**src/rtl/operand_mux_pkg.sv**
```systemverilog
// Shared types for the operand select pipeline.
// Occupancy encoding of the output register pair and source channel ids.
package operand_mux_pkg;

  localparam int OP_SRC_IMEM = 0;
  localparam int OP_SRC_REGB = 1;

  typedef enum logic [1:0] {
    OCC_EMPTY,
    OCC_FULL,
    OCC_SKID
  } occ_e;

endpackage

```
**src/rtl/operand_mux_sel.sv**
```systemverilog
// Combinational N-to-1 operand select.
// Selects outside the channel range yield zero and raise illegal.
module operand_mux_sel
  import operand_mux_pkg::*;
#(
  parameter int WIDTH  = 8,
  parameter int NUM_IN = 4,
  parameter int SEL_W  = $clog2(NUM_IN)
) (
  input  logic [NUM_IN*WIDTH-1:0] srcs,
  input  logic [SEL_W-1:0]        sel,
  output logic [WIDTH-1:0]        data,
  output logic                    illegal
);

  always_comb begin
    data    = '0;
    illegal = 1'b1;
    for (int k = 0; k < NUM_IN; k++) begin
      if (sel == SEL_W'(k)) begin
        data    = srcs[k*WIDTH +: WIDTH];
        illegal = 1'b0;
      end
    end
  end

endmodule

```
**src/rtl/operand_mux_pipe.sv**
```systemverilog
// Registered operand selector with valid/ready and a 2-entry skid buffer.
// Optional output transfer counter: define OPERAND_MUX_XFER_CNT_EN.
module operand_mux_pipe
  import operand_mux_pkg::*;
#(
  parameter int WIDTH  = 8,
  parameter int NUM_IN = 4,
  parameter int SEL_W  = $clog2(NUM_IN)
) (
  input  logic                    clk_i,
  input  logic                    rst_ni,
  input  logic [NUM_IN*WIDTH-1:0] in_data_i,
  input  logic [SEL_W-1:0]        in_sel_i,
  input  logic                    in_valid_i,
  output logic                    in_ready_o,
  output logic [WIDTH-1:0]        out_data_o,
  output logic [SEL_W-1:0]        out_sel_o,
  output logic                    out_valid_o,
  input  logic                    out_ready_i,
  output logic                    sel_err_o,
`ifdef OPERAND_MUX_XFER_CNT_EN
  output logic [15:0]             xfer_cnt_o,
`endif
  input  logic                    err_clr_i
);

  occ_e             state_q, state_d;
  logic             ready_q;
  logic [WIDTH-1:0] main_data_q, skid_data_q;
  logic [SEL_W-1:0] main_sel_q, skid_sel_q;
  logic             err_q;
  logic [WIDTH-1:0] sel_data;
  logic             sel_bad;
  logic             in_xfer, out_xfer;
  logic             ld_in, ld_skid, ld_pop;

  operand_mux_sel #(
    .WIDTH  (WIDTH),
    .NUM_IN (NUM_IN),
    .SEL_W  (SEL_W)
  ) u_sel (
    .srcs    (in_data_i),
    .sel     (in_sel_i),
    .data    (sel_data),
    .illegal (sel_bad)
  );

  assign out_valid_o = (state_q != OCC_EMPTY);
  assign in_ready_o  = ready_q;
  assign out_data_o  = main_data_q;
  assign out_sel_o   = main_sel_q;
  assign sel_err_o   = err_q;
  assign in_xfer     = in_valid_i & ready_q;
  assign out_xfer    = out_valid_o & out_ready_i;

  always_comb begin
    state_d = state_q;
    ld_in   = 1'b0;
    ld_skid = 1'b0;
    ld_pop  = 1'b0;
    case (state_q)
      OCC_EMPTY: begin
        if (in_xfer) begin
          state_d = OCC_FULL;
          ld_in   = 1'b1;
        end
      end
      OCC_FULL: begin
        if (in_xfer && out_xfer) begin
          ld_in = 1'b1;
        end else if (out_xfer) begin
          state_d = OCC_EMPTY;
        end else if (in_xfer) begin
          state_d = OCC_SKID;
          ld_skid = 1'b1;
        end
      end
      OCC_SKID: begin
        if (out_xfer) begin
          state_d = OCC_FULL;
          ld_pop  = 1'b1;
        end
      end
      default: state_d = OCC_EMPTY;
    endcase
  end

  // ready is registered from the next state so no comb path reaches it
  always_ff @(posedge clk_i or negedge rst_ni) begin
    if (!rst_ni) begin
      state_q <= OCC_EMPTY;
      ready_q <= 1'b1;
    end else begin
      state_q <= state_d;
      ready_q <= (state_d != OCC_SKID);
    end
  end

  always_ff @(posedge clk_i or negedge rst_ni) begin
    if (!rst_ni) begin
      main_data_q <= '0;
      main_sel_q  <= '0;
      skid_data_q <= '0;
      skid_sel_q  <= '0;
    end else begin
      if (ld_in) begin
        main_data_q <= sel_data;
        main_sel_q  <= in_sel_i;
      end else if (ld_pop) begin
        main_data_q <= skid_data_q;
        main_sel_q  <= skid_sel_q;
      end
      if (ld_skid) begin
        skid_data_q <= sel_data;
        skid_sel_q  <= in_sel_i;
      end
    end
  end

  always_ff @(posedge clk_i or negedge rst_ni) begin
    if (!rst_ni) begin
      err_q <= 1'b0;
    end else if (in_xfer && sel_bad) begin
      err_q <= 1'b1;
    end else if (err_clr_i) begin
      err_q <= 1'b0;
    end
  end

`ifdef OPERAND_MUX_XFER_CNT_EN
  logic [15:0] cnt_q;

  assign xfer_cnt_o = cnt_q;

  always_ff @(posedge clk_i or negedge rst_ni) begin
    if (!rst_ni) begin
      cnt_q <= '0;
    end else if (err_clr_i) begin
      cnt_q <= '0;
    end else if (out_xfer) begin
      cnt_q <= cnt_q + 16'd1;
    end
  end
`endif

endmodule
```
**config.mk**
```make
export PLATFORM = sky130hd
export DESIGN_NAME = operand_mux_pipe
export DESIGN_NICKNAME = d
export VERILOG_FILES = /design/src/rtl/operand_mux_pkg.sv /design/src/rtl/operand_mux_sel.sv /design/src/rtl/operand_mux_pipe.sv
export SDC_FILE = /design/constraint.sdc
export NUM_CORES = 1
export LEC_CHECK = 0
export BUFFER_PORTS_ARGS = -buffer_cell sky130_fd_sc_hd__buf_2
export CORE_MARGIN = 2
export CORE_UTILIZATION = 30
export DETAILED_ROUTE_END_ITERATION = 16
export SLEW_MARGIN = 20
export SYNTH_ARGS = -nofsm -noshare
export SYNTH_HDL_FRONTEND = slang
export SYNTH_SLANG_ARGS = --single-unit
```
**constraint.sdc**
```tcl
create_clock -name clk_i -period 1.6 [get_ports clk_i]
set_input_delay 0.16 -clock clk_i [delete_from_list [all_inputs] [get_ports clk_i]]
set_output_delay 0.16 -clock clk_i [all_outputs]
set_load 0.02 [all_outputs]
```
==> qor.log <==
[run_status] outcome completed
[routing] average wire length per cell after detail routing 14.6 um
[routing] vias 934
[sta] hold_ws 0.0323 ns
[sta] total of endpoints with negative setup slack in the final report 0
[clock_network] buffer type at the clock tree root sky130_fd_sc_hd__clkbuf_8
[yosys] fraction of the yosys area taken by sequential cells 48.1%
[global_routing] remaining global-route overflow 0
[placed_design] pre-CTS WS 0.00107 ns
[worst_setup_path] sequence of cells on the critical path nand3b_1 > nor2_4 > buf_12 > mux2_2
[worst_setup_path] Startpoint Class flop
[routing] first-pass iteration count of the detailed router 4
[floorplan] effective utilization at floorplan 31.2%
[yosys] Synthesis Warnings 0
[clock_network] number of H-tree levels 1
[pwr] pwr/cell area 1550 nW/um^2
[worst_setup_path] highest-delay cell along the critical path sky130_fd_sc_hd__dfstp_2
[sta] worst setup margin 0.0870 ns
[sta] endpoints failing hold 0
[floorplan] die width 68.6 um
[global_routing] initial antenna violation count 0
[floorplan] number of standard-cell rows in the floorplan 23
[clock_network] buffer levels on the longest clock path 2
[finish] most common cell after layout, fill and taps aside sky130_fd_sc_hd__buf_2
[pwr] VDD IR max 0.558 mV
[sta] slew at the pin with the worst max-slew slack 0.526 ns
[pwr] Final Total Pwr 2.58 mW
[worst_setup_path] largest driver fanout on the critical path 10
[floorplan] count of boundary I/O pins 52
[routing] highest layer used for signal routing met4
[finish] final core utilization 41.6%
[min_path] type of the tightest min-delay check in -> reg
[pwr] Leak Pwr 0.779 nW
[yosys] mapped cell area 1250 um^2
[routing] amount of wire on met3 after detailed routing 136 um
[routing] Post-Route M1 WL 1.09 mm
[sta] Period Utilization, post-route 94.6%
[routing] number of design-rule violations left by the first detailed-router iteration 32
[routing] drc violations 0
[global_routing] maximum number of pins on one net before global-route repair 25
[floorplan] height of the chip 68.6 um
[routing] met2 routed WL 1.52 mm
[placed_design] count of input and output buffers 51
[floorplan] core area 4000 um^2
[yosys] post-synthesis instance total 82
[finish] Antenna Diode Count 0
[sta] top achievable clock speed 661 MHz
[worst_setup_path] Critical Path Max Stage Delay 0.53 ns
[worst_setup_path] required arrival time at the worst endpoint 1.75 ns
[yosys] Mapped Nets 121
[placed_design] global placer's final weighted congestion 0.662
[global_routing] via count of the first global-routing pass 1021
[clock_network] Clk Latency, worst-skew pair 0.27 ns
[worst_setup_path] type of element capturing the critical path flop
[worst_setup_path] crit path DAT 1.66 ns
[yosys] Post-Syn Area per Cell 15.2 um^2
[finish] fillers 396
[sta] post-route clock skew 0.00499 ns
[sta] setup TNS after final layout 0 ns
[sta] fin. max-slew vios 0
[global_routing] GRT Resource Usage Total 13.1%
[yosys] Yosys reg bits 24
[routing] Detailed Route WL 2.79 mm
[routing] remaining number of nets flagged by the antenna check after routing 0
[clock_network] clock net sink count 24
[yosys] number of distinct library cells after synthesis 21
[finish] Area growth, synth to finish 33.2%
[job] number of maximum-capacitance constraint violations 0
[worst_setup_path] Setup Crit Path Kind reg -> reg
[clock_network] TritonCTS clock tree done
[sta] Worst slew margin 65.0%
[clock_network] Reg clk slew, reported paths 0.08 ns
[finish] layout cells sized above 1 66.7%
[clock_network] total clock buffers created by CTS 3
[floorplan] DIE AREA 4700 um^2
[finish] nets 181
[global_routing] wire length of the first global-routing pass 4.49 mm
[sta] unrepaired setup endpoints after global routing no
[placed_design] half-perimeter wire length after detailed placement 2.23 mm
[sta] crit path time final 1.51 ns
[routing] average via count per standard cell 4.89
[finish] commonest cells after routing, fill and taps aside sky130_fd_sc_hd__buf_2, sky130_fd_sc_hd__dfrtp_1, sky130_fd_sc_hd__mux2_2
[path summary, 6_finish.rpt]
check / end / slack (ns) / startpoint / depth (start not counted)
min reg2reg: sel_err_o$_DFFE_PN0P_ / 0.51 / sel_err_o$_DFFE_PN0P_ / 1
max reg2reg: skid_data_q[3]$_DFFE_PN0P_ / 0.09 / in_ready_o$_DFF_PN1_ / 4
min in group asynchronous: sel_err_o$_DFFE_PN0P_ / 0.41 / rst_ni / 2
max: skid_data_q[3]$_DFFE_PN0P_ / 0.09 / in_ready_o$_DFF_PN1_ / 4
max in group asynchronous: in_ready_o$_DFF_PN1_ / 0.82 / rst_ni / 2
min: sel_err_o$_DFFE_PN0P_ / 0.03 / err_clr_i / 2
[metrics by stage]
step / std cells / instance area [um^2]
after floorplan: 82 / 1250
after global placement: 185 / 1580
after detailed placement: 185 / 1580
after CTS: 190 / 1650
after global routing: 191 / 1670
final: 191 / 1670
[cell type report]
class / count / area (um^2) / area share, %
Inverter: 1 / 3.75 / 0.225
Sequential cell: 24 / 602 / 36.1
Timing Repair Buffer: 58 / 323 / 19.4
Clock buffer: 4 / 55.1 / 3.31
Multi-Input combinational cell: 54 / 619 / 37.2
Tap cell: 50 / 62.6 / 3.76
[synthesized netlist by cell type]
| library cell | n | area (um^2) |
|---|---|---|
| sky130_fd_sc_hd__or2_2 | 1 | 6.26 |
| sky130_fd_sc_hd__buf_6 | 2 | 22.5 |
| sky130_fd_sc_hd__mux2i_1 | 1 | 10.0 |
| sky130_fd_sc_hd__and3b_1 | 2 | 17.5 |
| sky130_fd_sc_hd__nand2b_1 | 1 | 6.26 |
| sky130_fd_sc_hd__a21oi_1 | 2 | 10.0 |
| sky130_fd_sc_hd__buf_1 | 1 | 3.75 |
| sky130_fd_sc_hd__and2_1 | 5 | 31.3 |
| sky130_fd_sc_hd__mux4_2 | 8 | 180 |
| sky130_fd_sc_hd__dfrtp_1 | 23 | 576 |
| sky130_fd_sc_hd__o22ai_1 | 2 | 12.5 |
| sky130_fd_sc_hd__mux2_2 | 16 | 180 |
| sky130_fd_sc_hd__nor2_4 | 2 | 22.5 |
| sky130_fd_sc_hd__mux2_4 | 4 | 60.1 |
| sky130_fd_sc_hd__nand3b_1 | 1 | 7.51 |
| sky130_fd_sc_hd__a221o_1 | 5 | 50.1 |
| sky130_fd_sc_hd__nor2b_1 | 2 | 12.5 |
| sky130_fd_sc_hd__inv_1 | 1 | 3.75 |
| sky130_fd_sc_hd__dfstp_2 | 1 | 26.3 |
| sky130_fd_sc_hd__nand2_1 | 1 | 3.75 |
| sky130_fd_sc_hd__or2b_1 | 1 | 7.51 |
[worst max-delay path, delay by kind of cell, from the launching register on]
family	cells	cell delay (ns)
multiplexers	1	0.34
buffers and inverters	1	0.14
flip-flops	1	0.53
AND/OR/NAND/NOR	2	0.38
[repair_timing]
item	CTS	global route
resized for setup	1	0
hold endpoints to repair	23	0
endpoints found under the setup margin	1	10
hold buffers	1	0
pin swaps	0	1
setup buffers	0	1
[layer usage]
layer  vias up  GRT usage (%)
li1        432              -
met1       467           16.4
met2        31           21.8
met3         4           2.27
met4         0           6.25
met5         -              0
[registers in the layout, indices dropped and copies added, names as in the netlist]
signal / cells
skid_sel_q: 2
out_sel_o: 2
in_ready_o: 1
sel_err_o: 1
skid_data_q: 8
state_q: 2
out_data_o: 8
[power breakdown]
group | internal, mW | switching [mW]
sequential | 0.891 | 0.145
combinational | 0.609 | 0.526
clock | 0.220 | 0.188
total | 1.72 | 0.859
[logic make-up after synthesis]
kind of cell / after synthesis / synth area share [%]
buf+inv: 4 / 2.40
mux: 29 / 34.4
compound gates: 9 / 5.81
simple gates: 16 / 9.21
flops: 24 / 48.1
Power figures use the tool's default switching activity.
